`src/rtl/muldiv_unit_if.sv`:
```
// muldiv_unit_if: request/result bundle between the datapath and the multiply/divide unit.
//   start       - request, sampled only while the unit is idle
//   op          - 00 MULT, 01 MULTU, 10 DIV, 11 DIVU
//   a, b        - multiplicand/dividend and multiplier/divisor
//   busy        - high while iterating
//   done        - one-cycle completion pulse
//   hilo_en     - HiLo write strobe, identical to done
//   hilo_write  - {Hi,Lo} result, held until the next completion
//   div_by_zero - pulses with done when a divide had b == 0
interface muldiv_unit_if;
  logic        start;
  logic [1:0]  op;
  logic [31:0] a;
  logic [31:0] b;
  logic        busy;
  logic        done;
  logic        hilo_en;
  logic [63:0] hilo_write;
  logic        div_by_zero;

  modport master (
    output start, op, a, b,
    input  busy, done, hilo_en, hilo_write, div_by_zero
  );

  modport slave (
    input  start, op, a, b,
    output busy, done, hilo_en, hilo_write, div_by_zero
  );
endinterface

```
`src/rtl/muldiv_unit.sv`:
```
// muldiv_unit: iterative 32x32 multiply / 32/32 divide feeding the HiLo register.
// Radix-2 shift-add multiply or restoring divide, one iteration per cycle for 32 cycles,
// then a one-cycle done/hilo_en pulse with the sign-corrected {Hi,Lo} result.
//   clk_i   - clock, all state on rising edge
//   rst_ni  - asynchronous active-low reset
//   bus_io  - muldiv_unit_if slave (start/op/a/b in; busy/done/hilo_en/hilo_write/div_by_zero out)
// Build option: MULDIV_DIV_EN enables the divider. Without it DIV/DIVU complete one cycle
// after acceptance with a zero result and no divide-by-zero flag.
module muldiv_unit (
  input  logic         clk_i,
  input  logic         rst_ni,
  muldiv_unit_if.slave bus_io
);

  typedef enum logic [1:0] {StIdle, StRun, StDone} state_e;

  state_e      state_q;
  logic [4:0]  cnt_q;
  logic        is_div_q;
  logic        neg_res_q;   // negate product / quotient
  logic        neg_rem_q;   // remainder takes the dividend's sign
  logic [31:0] hi_q;        // product upper half / partial remainder
  logic [31:0] lo_q;        // multiplier then product lower half / dividend then quotient
  logic [31:0] mcand_q;     // multiplicand or divisor magnitude
  logic        busy_q;
  logic        done_q;
  logic        dbz_q;
  logic [63:0] hilo_q;

  // Operand magnitudes for signed ops, raw values for unsigned ops.
  logic        signed_op;
  logic        a_neg;
  logic        b_neg;
  logic [31:0] abs_a;
  logic [31:0] abs_b;

  always_comb begin
    signed_op = ~bus_io.op[0];
    a_neg     = signed_op & bus_io.a[31];
    b_neg     = signed_op & bus_io.b[31];
    abs_a     = a_neg ? (~bus_io.a + 32'd1) : bus_io.a;
    abs_b     = b_neg ? (~bus_io.b + 32'd1) : bus_io.b;
  end

  // One iteration of the active algorithm plus the sign fix-up used on the last one.
  logic [32:0] mul_sum;
  logic [63:0] mul_next;
  logic [63:0] step_next;
  logic [63:0] fin;
`ifdef MULDIV_DIV_EN
  logic [32:0] div_sh;
  logic        div_ok;
  logic [31:0] div_rem;
  logic [63:0] div_next;
`endif

  always_comb begin
    mul_sum  = {1'b0, hi_q} + (lo_q[0] ? {1'b0, mcand_q} : 33'd0);
    // {carry,acc} shifted right by one
    mul_next = {mul_sum, lo_q[31:1]};
`ifdef MULDIV_DIV_EN
    div_sh   = {hi_q, lo_q[31]};
    div_ok   = (div_sh >= {1'b0, mcand_q});
    // When the trial succeeds the difference is below the divisor, so 32 bits suffice.
    div_rem  = div_sh[31:0] - mcand_q;
    div_next = {(div_ok ? div_rem : div_sh[31:0]), lo_q[30:0], div_ok};
    step_next = is_div_q ? div_next : mul_next;
`else
    step_next = mul_next;
`endif
    if (is_div_q) begin
      fin[31:0]  = neg_res_q ? (~step_next[31:0] + 32'd1) : step_next[31:0];
      fin[63:32] = neg_rem_q ? (~step_next[63:32] + 32'd1) : step_next[63:32];
    end else begin
      fin = neg_res_q ? (~step_next + 64'd1) : step_next;
    end
  end

  always_ff @(posedge clk_i or negedge rst_ni) begin
    if (!rst_ni) begin
      state_q   <= StIdle;
      cnt_q     <= 5'd0;
      is_div_q  <= 1'b0;
      neg_res_q <= 1'b0;
      neg_rem_q <= 1'b0;
      hi_q      <= 32'd0;
      lo_q      <= 32'd0;
      mcand_q   <= 32'd0;
      busy_q    <= 1'b0;
      done_q    <= 1'b0;
      dbz_q     <= 1'b0;
      hilo_q    <= 64'd0;
    end else begin
      unique case (state_q)
        StIdle: begin
          done_q <= 1'b0;
          dbz_q  <= 1'b0;
          if (bus_io.start) begin
            is_div_q  <= bus_io.op[1];
            neg_res_q <= a_neg ^ b_neg;
            neg_rem_q <= a_neg;
            hi_q      <= 32'd0;
            cnt_q     <= 5'd31;
            if (bus_io.op[1]) begin
`ifdef MULDIV_DIV_EN
              lo_q    <= abs_a;
              mcand_q <= abs_b;
              if (bus_io.b == 32'd0) begin
                hilo_q  <= {bus_io.a, 32'hFFFF_FFFF};
                dbz_q   <= 1'b1;
                done_q  <= 1'b1;
                state_q <= StDone;
              end else begin
                busy_q  <= 1'b1;
                state_q <= StRun;
              end
`else
              hilo_q  <= 64'd0;
              done_q  <= 1'b1;
              state_q <= StDone;
`endif
            end else begin
              lo_q    <= abs_b;
              mcand_q <= abs_a;
              busy_q  <= 1'b1;
              state_q <= StRun;
            end
          end
        end
        StRun: begin
          {hi_q, lo_q} <= step_next;
          if (cnt_q == 5'd0) begin
            busy_q  <= 1'b0;
            done_q  <= 1'b1;
            hilo_q  <= fin;
            state_q <= StDone;
          end else begin
            cnt_q <= cnt_q - 5'd1;
          end
        end
        StDone: begin
          done_q  <= 1'b0;
          dbz_q   <= 1'b0;
          state_q <= StIdle;
        end
        default: state_q <= StIdle;
      endcase
    end
  end

  assign bus_io.busy        = busy_q;
  assign bus_io.done        = done_q;
  assign bus_io.hilo_en     = done_q;
  assign bus_io.hilo_write  = hilo_q;
  assign bus_io.div_by_zero = dbz_q;

endmodule

```
`src/flat_wrapper.sv`:
```
// flat-port wrapper written by rule: the top's interface ports become plain ports
module muldiv_unit_flat 
  (clk_i, rst_ni, bus_io_start, bus_io_op, bus_io_a, bus_io_b, bus_io_busy, bus_io_done, bus_io_hilo_en, bus_io_hilo_write, bus_io_div_by_zero);
  muldiv_unit_if bus_io_i ();
  input  logic clk_i;
  input  logic rst_ni;
  input wire logic [$bits(bus_io_i.start)-1:0] bus_io_start;
  input wire logic [$bits(bus_io_i.op)-1:0] bus_io_op;
  input wire logic [$bits(bus_io_i.a)-1:0] bus_io_a;
  input wire logic [$bits(bus_io_i.b)-1:0] bus_io_b;
  output wire logic [$bits(bus_io_i.busy)-1:0] bus_io_busy;
  output wire logic [$bits(bus_io_i.done)-1:0] bus_io_done;
  output wire logic [$bits(bus_io_i.hilo_en)-1:0] bus_io_hilo_en;
  output wire logic [$bits(bus_io_i.hilo_write)-1:0] bus_io_hilo_write;
  output wire logic [$bits(bus_io_i.div_by_zero)-1:0] bus_io_div_by_zero;
  assign bus_io_i.start = bus_io_start;
  assign bus_io_i.op = bus_io_op;
  assign bus_io_i.a = bus_io_a;
  assign bus_io_i.b = bus_io_b;
  assign bus_io_busy = bus_io_i.busy;
  assign bus_io_done = bus_io_i.done;
  assign bus_io_hilo_en = bus_io_i.hilo_en;
  assign bus_io_hilo_write = bus_io_i.hilo_write;
  assign bus_io_div_by_zero = bus_io_i.div_by_zero;
  muldiv_unit u_core (.clk_i(clk_i), .rst_ni(rst_ni), .bus_io(bus_io_i));
endmodule
```
`config.mk`:
```
export PLATFORM = sky130hd
export DESIGN_NAME = muldiv_unit_flat
export DESIGN_NICKNAME = d
export VERILOG_FILES = /design/src/rtl/muldiv_unit_if.sv /design/src/rtl/muldiv_unit.sv /design/src/flat_wrapper.sv
export SDC_FILE = /design/constraint.sdc
export NUM_CORES = 1
export LEC_CHECK = 0
export CAP_MARGIN = 30
export CORE_ASPECT_RATIO = 0.6
export CORE_UTILIZATION = 44
export CTS_BUF_LIST = sky130_fd_sc_hd__clkbuf_16
export CTS_CLUSTER_SIZE = 25
export DETAILED_ROUTE_END_ITERATION = 10
export GPL_TIMING_DRIVEN = 0
export PLACE_DENSITY = 0.76
export SLEW_MARGIN = 20
export SYNTH_ARGS = -nofsm -noshare
export SYNTH_HDL_FRONTEND = slang
export SYNTH_SLANG_ARGS = --single-unit
```
`constraint.sdc`:
```
create_clock -name clk_i -period 3.78 [get_ports clk_i]
set_clock_uncertainty 0.05 [all_clocks]
set_input_delay 0.945 -clock clk_i [delete_from_list [all_inputs] [get_ports clk_i]]
set_output_delay 0.945 -clock clk_i [all_outputs]
set_load 0.1 [all_outputs]
```
* Word level (Yosys, flattened, before mapping)
Cells that the tools add are included.
** Operators by class
- Multiplexer cells :: 31
- $add $sub $neg :: 7
- Reductions and logical operators :: 13
- Equality and inequality tests :: 7
- Bitwise logic cells :: 10
** Operators by type and width (count)
- 2-to-1 mux 64 bit :: 5
- 2-to-1 mux 32 bit :: 8
- adder 32 x 1 -> 32 bit, second input constant :: 4
- NOT 32 bit :: 4
- one-hot mux 32 bit (2 select lines) :: 2
- one-hot mux 64 bit (2 select lines) :: 1
- adder 64 x 1 -> 64 bit, second input constant :: 1
- NOT 64 bit :: 1
- adder 32 x 33 -> 33 bit :: 1
- 2-to-1 mux 5 bit :: 2
- one-hot mux 5 bit (2 select lines) :: 1
- AND reduction 3 bit :: 3
- != test 2 bit, second input constant :: 4
- AND reduction 2 bit :: 4
- AND reduction 4 bit :: 2
- 2-to-1 mux 1 bit :: 6
- 2-to-1 mux 2 bit :: 3
- logical NOT 5 bit :: 1
- subtractor 5 x 1 -> 5 bit, second input constant :: 1
- one-hot mux 2 bit (2 select lines) :: 1
- one-hot mux 1 bit (3 select lines) :: 1
- nonzero test 3 bit :: 1
- bitwise AND 1 bit :: 2
- == test 2 x 1 -> 1 bit, second input constant :: 1
- 7 further kinds :: 8
** Word-level totals
- Register bits after elaboration :: 172
- Input port bits :: 69
- Word-level logic and storage cells :: 79

* Logic depth before layout (Yosys ltp)
Gate-level depths: netlist of run 1.
- Word-level depth :: 8
- Gate-level depth with buffers :: 15

* Worst setup path before layout of run 1
OpenSTA, ideal clock, no wires.
- Kind :: flip-flop to flip-flop
- Start :: reg u_core.lo_q[0]
- End :: reg u_core.hilo_q[51], in the netlist u_core.bus_io.hilo_write[51]
- Arrival :: 4.018 ns
- Clock period less this slack :: 4.191 ns
- Setup time :: 0.123 ns
- Stages on the path, launching flop included :: 16
- Setup slack :: -0.411 ns
- Required time :: 3.607 ns
- Path through :: dfrtp_1 > clkbuf_1 > and2_1 > ha_1 > fa_1 > a211oi_2 > o31ai_1 > a311o_1 > a32o_1 > or4_1 > or2_1 > buf_2 > nor3_1 > a32oi_1 > or3_1 > a32o_1
** On the way
- Longest elaborated chain between the ends :: 8
- Elaborated cells on any way between the ends :: 11
- Those cells by class :: add/sub (3); mux (6); bitwise (2)
** RTL lines
- start: declaration :: RTL line muldiv_unit.sv:23 : logic [31:0] lo_q;
- start signal: assignment :: RTL line muldiv_unit.sv:123 : lo_q <= abs_b;
- start signal: assignment :: RTL line muldiv_unit.sv:131 : {hi_q, lo_q} <= step_next;
- 2-to-1 mux 32 bit (*) :: RTL line muldiv_unit.sv:58 : mul_sum = {1'b0, hi_q} + (lo_q[0] ? {1'b0, mcand_q} : 33'd0);
- adder 32 x 33 -> 33 bit (*) :: RTL line muldiv_unit.sv:58
- NOT 64 bit or NOT 32 bit (tied branches) :: RTL line muldiv_unit.sv:75, muldiv_unit.sv:73
- adder 64 x 1 -> 64 bit or adder 32 x 1 -> 32 bit (tied branches) :: RTL line muldiv_unit.sv:75, muldiv_unit.sv:73
- 2-to-1 mux 64 bit or 2-to-1 mux 32 bit (tied branches) :: RTL line muldiv_unit.sv:75, muldiv_unit.sv:73
- 2-to-1 mux 64 bit (*) :: RTL line muldiv_unit.sv:71 : if (is_div_q) begin
- 2-to-1 mux 64 bit (*) :: RTL line muldiv_unit.sv:132 : if (cnt_q == 5'd0) begin
- one-hot mux 64 bit (2 select lines) (*) :: RTL line muldiv_unit.sv:94 : unique case (state_q)
- end signal: assignment :: RTL line muldiv_unit.sv:135 : hilo_q <= fin;
- end: declaration :: RTL line muldiv_unit.sv:28 : logic [63:0] hilo_q;
Every way passes the cells marked *; elsewhere a longest branch is shown, timed or not. The select of a mux whose other input is x is not followed.
A chain may end at the register's enable or synchronous reset.

* Final worst setup path of run 1
Same ends and word-level chain as after synthesis.

==> impl_metrics.toml, run 1 <==
[die]
start_util_pct = 45.2
core_sq_mm = 0.0266
dieArea_sq_mm = 0.0280
die_w_microns = 215
io_pins = 137
die_h_microns = 130
placementRows = 46

[drt]
antenna_left = 0
vias = 12437
routedWlPerCell_microns = 21.0
routed_wirelength_microns = 42900
route.detailed.drc = 0
initialDrtViolationCount = 1294
vias_per_cell = 6.08
first_pass_iters = 7

[logic_synthesis]
ys_types = 84
netlist_area_sq_mm = 0.0120
synth_flop_cell = "dfrtp_1"
synthesis.nets = 1592
synthArstFlopShare_pct = 100
synth_edf_count = 0
synth_top_cell_by_area = "dfrtp_1"
synth_area_leaders = "dfrtp_1, o21ai_0, nand2_1"
yosysSeqAreaShare_pct = 35.8
syn_inst = 1481
synth-seq-cells = 172
yosysWarnings = 0
synth_top_area_share_pct = 35.8
syn_area_per_cell_sq_um = 8.11

[finish]
fin_cells = 2047
utilization_pct = 60.4
final_layout_size_suffix_gt1_share_pct = 14.3
final_area_sq_mm = 0.0161
finalNetCount = 1786
antenna_cells = 0
syn_to_final_growth_pct = 33.7

[clock_tree]
h-tree-depth = 4
cts.sink_count = 172
cts.path.max_buffers = 2
clock_latency_ps = 460
cts_hold_buf = 0
clkTransAtPathRegs_ps = 70
cts-root-buf = "clkbuf_16"
cts_buffers = 17
tritoncts = "done"

[global_route]
grt_pass1_wl_microns = 65200
grt_usage_pct = 30.5
grt_pass1_vias = 11286
grt_max_degree = 90
grt.overflow.total = 0
antenna_found_initial = 1

[hold_path]
hold_class = "in -> async"

[sta]
worst_pin_slew_ps = 1040
final-hold-violation-count = 0
rsz0062_at_grt = "yes"
drv_slew = 0
post-route-period-util_pct = 116
min_period_ps = 4390
maxSlewHeadroom_pct = 30.6
fin_hold_ws_ps = 289
finalSetupViolCount = 21
finalWorstSetupSlack_ps = -607
fmax_ghz = 0.228

[power_and_ir_drop]
clkPwrFrac_pct = 11.6
ir_worst_vdd_mv = 0.700
pwr-share-comb_pct = 68.0
p_leak_nw = 6.55
power_density_mw_per_mm2 = 1000
p_switching_w = 0.00865
p_seq_share_pct = 20.4
internal-power_w = 0.00748
switching_share_pct = 53.6

[setup_path]
r2r_cells = 16
critPathKind = "reg -> reg"
rrSetupSlack_ps = -610
cp-end-kind = "register"
critPathMaxFanout = 6
cp.arrival_ps = 4680
worstSetupStartpointType = "register"
rr_endpoint = "u_core.bus_io.hilo_write[51]$_DFFE_PN0P_"
reg2reg_from = "u_core.lo_q[0]$_DFFE_PN0P_"
crit_required_ps = 4070

[place]
placed_cell_area_sq_mm = 0.0140
gp_congestion = 0.999
place_inst = 1980
hpwl_microns = 32600
portBuffers = 134
pre_cts_ws_ps = -1140

[run_status]
violations = "negative setup slack"
status = "complete, but fails checks"

[run]
drv_cap = 0
-- synth_stat cells (all sizes together), types with 7 or more instances --
cell	count
dfrtp	172
clkbuf	70
ha	41
buf	8
xor2	67
a21oi	108
xnor2	60
nand2	213
o31ai	25
a21o	17
o21ai	198
nand4	14
o41ai	8
nor3	33
nor2b	7
a211oi	13
inv	33
nand3	25
or3	18
or4	10
and2	49
a31oi	11
nor2	113
nor4	17
or2	7
o21a	7
nand2b	12
a22o	24
and3	7
-- registers in the layout (all words and copies together) (netlist names) --
signal / cells
u_core.bus_io.hilo_write: 64
u_core.neg_res_q: 1
u_core.cnt_q: 5
u_core.hi_q: 32
u_core.state_q: 2
u_core.bus_io.busy: 1
u_core.mcand_q: 32
u_core.bus_io.done: 1
u_core.neg_rem_q: 1
u_core.lo_q: 32
u_core.is_div_q: 1
-- routing by layer --
metal  up-vias  share of wire [%]  GRT usage [%]
met3        76                 12           10.9
li1       5705                  -              -
met5         -              0.030           1.83
met1      6057                 47           46.1
met4         2                1.7           7.88
met2       597                 39           40.0
-- cell families after synthesis --
group / Yosys count / share of synthesized area, %
AOI/OAI and AO/OA: 470 / 24.1
adders and majority gates: 42 / 4.44
and+or+nand+nor: 552 / 22.3
buffers and inverters: 111 / 3.56
other: 1 / 0.0312
muxes: 6 / 0.531
xor gates and xnor gates: 127 / 9.26
DFF: 172 / 35.8
-- cell type report --
class                      instances  area, sq um
buffer                            73          318
timing repair buffer             180         1840
multi-input combinational       1198         8420
clock inverter                    14          178
clock buffer                      17          425
tap                              360          450
inverter                          33          124
fill                            2289        10500
sequential                       172         4310
-- cell usage in the layout, fill, tap and decap left out, types with 10 or more instances in the layout --
cell type	n
a31oi_1	10
nor2_1	104
clkbuf_16	17
a21oi_1	97
o21ai_1	33
a22o_1	24
nor3_1	23
o21ai_0	161
a21oi_2	11
xor2_1	62
nand3_1	21
clkdlybuf4s50_1	133
inv_1	33
clkbuf_1	60
xnor2_1	46
dfrtp_1	171
and2_1	42
nand2_1	209
ha_1	30
buf_4	35
nand4_1	14
nand2b_1	12
xnor2_2	13
o31ai_1	21
or3_1	17
a21o_1	15
-- power groups by stage --
| stage | clock, W | sequential (W) | combinational (W) |
|---|---|---|---|
| final | 0.00187 | 0.00330 | 0.0110 |
| after global routing | 0.00196 | 0.00336 | 0.0116 |
| after CTS | 0.00188 | 0.00325 | 0.00997 |
| after detailed placement | 0 | 0.00327 | 0.00871 |
| after global placement | 0 | 0.00325 | 0.00851 |
| after floorplan | 0 | 0.00498 | 0.00436 |
-- critical path: stages, from the launching register on --
cell and delay (ps):
dfrtp_2 440, buf_8 130, and2_4 170, ha_4 170, fa_2 410, a211oi_4 320, o31ai_4 120, a311o_1 350
a32o_2 260, or4_4 520, or2_1 240, buf_6 140, buf_6 110, nor3_4 110, a32oi_2 130, or3_1 330
a32o_1 250
-- what timing repair did --
item,in CTS,in global routing
endpoints found under the setup margin,45,35
resized for setup,127,85
endpoints found under the hold margin,0,0
pin swaps,38,42
setup buffers,31,10
-- worst max path at each step --
stage                                          start                                        to  slack (ps)  depth (start not counted)
after CTS                 u_core.lo_q[0]$_DFFE_PN0P_  u_core.bus_io.hilo_write[59]$_DFFE_PN0P_        -600                         15
after floorplan           u_core.lo_q[0]$_DFFE_PN0P_  u_core.bus_io.hilo_write[51]$_DFFE_PN0P_        -150                         15
after detailed placement  u_core.lo_q[0]$_DFFE_PN0P_  u_core.bus_io.hilo_write[63]$_DFFE_PN0P_       -1140                         14
after global routing      u_core.lo_q[0]$_DFFE_PN0P_  u_core.bus_io.hilo_write[51]$_DFFE_PN0P_        -660                         16
final                     u_core.lo_q[0]$_DFFE_PN0P_  u_core.bus_io.hilo_write[51]$_DFFE_PN0P_        -610                         16
after global placement                        rst_ni               u_core.hi_q[26]$_DFFE_PN0P_       -5320                          1
-- metrics by stage --
| stage | power (W) | setup TNS (ps) |
|---|---|---|
| after detailed placement | 0.0120 | -31520 |
| final | 0.0161 | -9290 |
| after global routing | 0.0169 | -10850 |
| after global placement | 0.0118 | -940910 |
| after floorplan | 0.00934 | -746 |
| after CTS | 0.0151 | -8090 |
No activity file was read; power rests on OpenSTA's default activity.
==> run 2: changes to the inputs <==
--- a/config.mk
+++ b/config.mk
@@ -6,13 +6,15 @@
 export NUM_CORES = 1
 export LEC_CHECK = 0
 export CAP_MARGIN = 30
+export CELL_PAD_IN_SITES_DETAIL_PLACEMENT = 1
+export CELL_PAD_IN_SITES_GLOBAL_PLACEMENT = 1
 export CORE_ASPECT_RATIO = 0.6
-export CORE_UTILIZATION = 44
+export CORE_UTILIZATION = 39
 export CTS_BUF_LIST = sky130_fd_sc_hd__clkbuf_16
 export CTS_CLUSTER_SIZE = 25
 export DETAILED_ROUTE_END_ITERATION = 10
 export GPL_TIMING_DRIVEN = 0
-export PLACE_DENSITY = 0.76
+export PLACE_DENSITY = 0.86
 export SLEW_MARGIN = 20
 export SYNTH_ARGS = -nofsm -noshare
 export SYNTH_HDL_FRONTEND = slang
==> impl_metrics.toml, run 2 (same netlist as run 1, synthesis figures left out) <==
[clock_tree]
h-tree-depth = 4
tritoncts = "done"
cts.sink_count = 172
cts_buffers = 17
clock_latency_ps = 470
cts-root-buf = "clkbuf_16"
cts.path.max_buffers = 2
clkTransAtPathRegs_ps = 70

[die]
dieArea_sq_mm = 0.0315
die_w_microns = 229
start_util_pct = 39.9
core_sq_mm = 0.0301
die_h_microns = 138
placementRows = 49
io_pins = 137

[hold_path]
hold_class = "in -> async"

[place]
portBuffers = 134
place_inst = 2024
hpwl_microns = 37000
gp_congestion = 0.967

[sta]
maxSlewHeadroom_pct = 30.1
fmax_ghz = 0.220
post-route-period-util_pct = 120
min_period_ps = 4550
rsz0062_at_grt = "yes"
worst_pin_slew_ps = 1050
final-hold-violation-count = 0
finalWorstSetupSlack_ps = -766
drv_slew = 0
fin_hold_ws_ps = 396
finalSetupViolCount = 24

[run_status]
status = "complete, but fails checks"
violations = "negative setup slack"

[power_and_ir_drop]
power_density_mw_per_mm2 = 1030
power_w = 0.0164
ir_worst_vdd_mv = 0.468
p_leak_nw = 6.57

[global_route]
antenna_found_initial = 2
grt_pass1_vias = 12605
grt.overflow.total = 0
grt_pass1_wl_microns = 74800
grt_usage_pct = 31.0
grt_max_degree = 90

[setup_path]
worstSetupStartpointType = "register"
cp.arrival_ps = 4820
critPathMaxStageDelay_ps = 500
cp-end-kind = "register"
critPathKind = "reg -> reg"
crit_required_ps = 4050
crit_chain = "buf_8 > and2_4 > ha_4 > fa_2 > a211oi_4 > buf_4 > o31ai_4 > a311o_1 > a32o_2 > or4_4 > or2_1 > buf_6 > o31a_1 > o41ai_2 > xor2_1 > o21ai_1"
critPathMaxFanout = 5
critPathSlowestCell = "or4_4"

[drt]
vias = 12838
initialDrtViolationCount = 1338
route.detailed.drc = 0
vias_per_cell = 6.09
first_pass_iters = 6
routed_wirelength_microns = 51200
routedWlPerCell_microns = 24.3
antenna_left = 0

[finish]
seq_area_sq_mm = 0.00431
antenna_cells = 0
fin_cells = 2107
nFillCells = 3491
finalNetCount = 1797
utilization_pct = 53.1
largest_register_ffs = 64
final_cell_mix = "nand2_1, dfrtp_1, o21ai_0"
multiInputGateArea_sq_mm = 0.00826
final_layout_size_suffix_gt1_share_pct = 13.9
final_common_cell = "nand2_1"
syn_to_final_growth_pct = 33.0

[run]
drv_cap = 0
[run 2: changes by cell type in the layout (fill, tap and decap cells not counted), moves of 5 or more]
cell,previous run,this run
a21oi_2,11,6
buf_4,35,42
buf_6,6,12
inv_6,0,6
o21ai_1,33,27
xnor2_1,46,52
xnor2_2,13,7
[run 2: final cells by class]
class | count | area share (%)
Multi-Input combinational cell | 1198 | 51.7
Tap cell | 408 | 3.20
Sequential cell | 172 | 27.0
Inverter | 33 | 0.775
Buffer | 75 | 2.12
Clock inverter | 15 | 0.948
Timing Repair Buffer | 189 | 11.7
Clock buffer | 17 | 2.66
[run 2: worst paths after layout]
check	depth (start not counted)	end	from	slack (ps)
hold reg to reg	2	u_core.bus_io.hilo_write[19]$_DFFE_PN0P_	u_core.bus_io.hilo_write[19]$_DFFE_PN0P_	430
hold / removal	1	u_core.mcand_q[29]$_DFFE_PN0P_	rst_ni	400
max in group asynchronous	2	u_core.bus_io.hilo_write[11]$_DFFE_PN0P_	rst_ni	2360
setup reg to reg	16	u_core.bus_io.hilo_write[59]$_DFFE_PN0P_	u_core.lo_q[0]$_DFFE_PN0P_	-770
min in group clk_i	2	u_core.bus_io.hilo_write[19]$_DFFE_PN0P_	u_core.bus_io.hilo_write[19]$_DFFE_PN0P_	430
setup / recovery	16	u_core.bus_io.hilo_write[59]$_DFFE_PN0P_	u_core.lo_q[0]$_DFFE_PN0P_	-770
[run 2: report_power, final]
part | total [W] | switching [W] | internal, W
Sequential | 0.00332 | 0.000765 | 0.00256
Clock | 0.00183 | 0.000895 | 0.000933
Combinational | 0.0113 | 0.00751 | 0.00379
[run 2: routing by layer]
metal	up-vias	share of wire (%)	track usage [%]
li1	5721	-	-
met1	6491	47	44.5
met2	543	42	44.9
met3	83	8.7	9.46
met4	0	2.1	8.46
met5	-	0	0
[run 2: worst max-delay path: cells and delay by family, from the launching register on]
| kind | cells | cell delay [ps] |
|---|---|---|
| compound gates | 7 | 1710 |
| flops | 1 | 450 |
| xor+xnor | 1 | 230 |
| fa+ha+maj | 2 | 610 |
| simple gates | 3 | 910 |
| buf+inv | 3 | 440 |
[run 2: through the flow]
step | cell area (sq um) | setup slack, ps | setup TNS [ps]
3_5_place_dp | 14000 | -1230 | -37740
5_1_grt | 16000 | -829 | -15330
3_3_place_gp | 13900 | -5580 | -986750
6_report | 16000 | -766 | -13590
4_1_cts | 15400 | -655 | -8950
2_1_floorplan | 12100 | -150 | -746
[run 2: repair_timing]
item / 4_1_cts / 5_1_grt
resized for setup: 114 / 77
pin swaps: 44 / 46
setup buffers: 29 / 24
hold buffers: 0 / 0
hold endpoints to repair: 0 / 0
setup endpoints to repair: 48 / 35
==> run 3: changes to the inputs <==
--- a/config.mk
+++ b/config.mk
@@ -11,6 +11,7 @@
 export CORE_ASPECT_RATIO = 0.6
 export CORE_UTILIZATION = 39
 export CTS_BUF_LIST = sky130_fd_sc_hd__clkbuf_16
+export CTS_CLUSTER_DIAMETER = 200
 export CTS_CLUSTER_SIZE = 25
 export DETAILED_ROUTE_END_ITERATION = 10
 export GPL_TIMING_DRIVEN = 0
==> results of run 3 <==
Same layout as run 2: the final DEF is identical, and so are final timing and power.
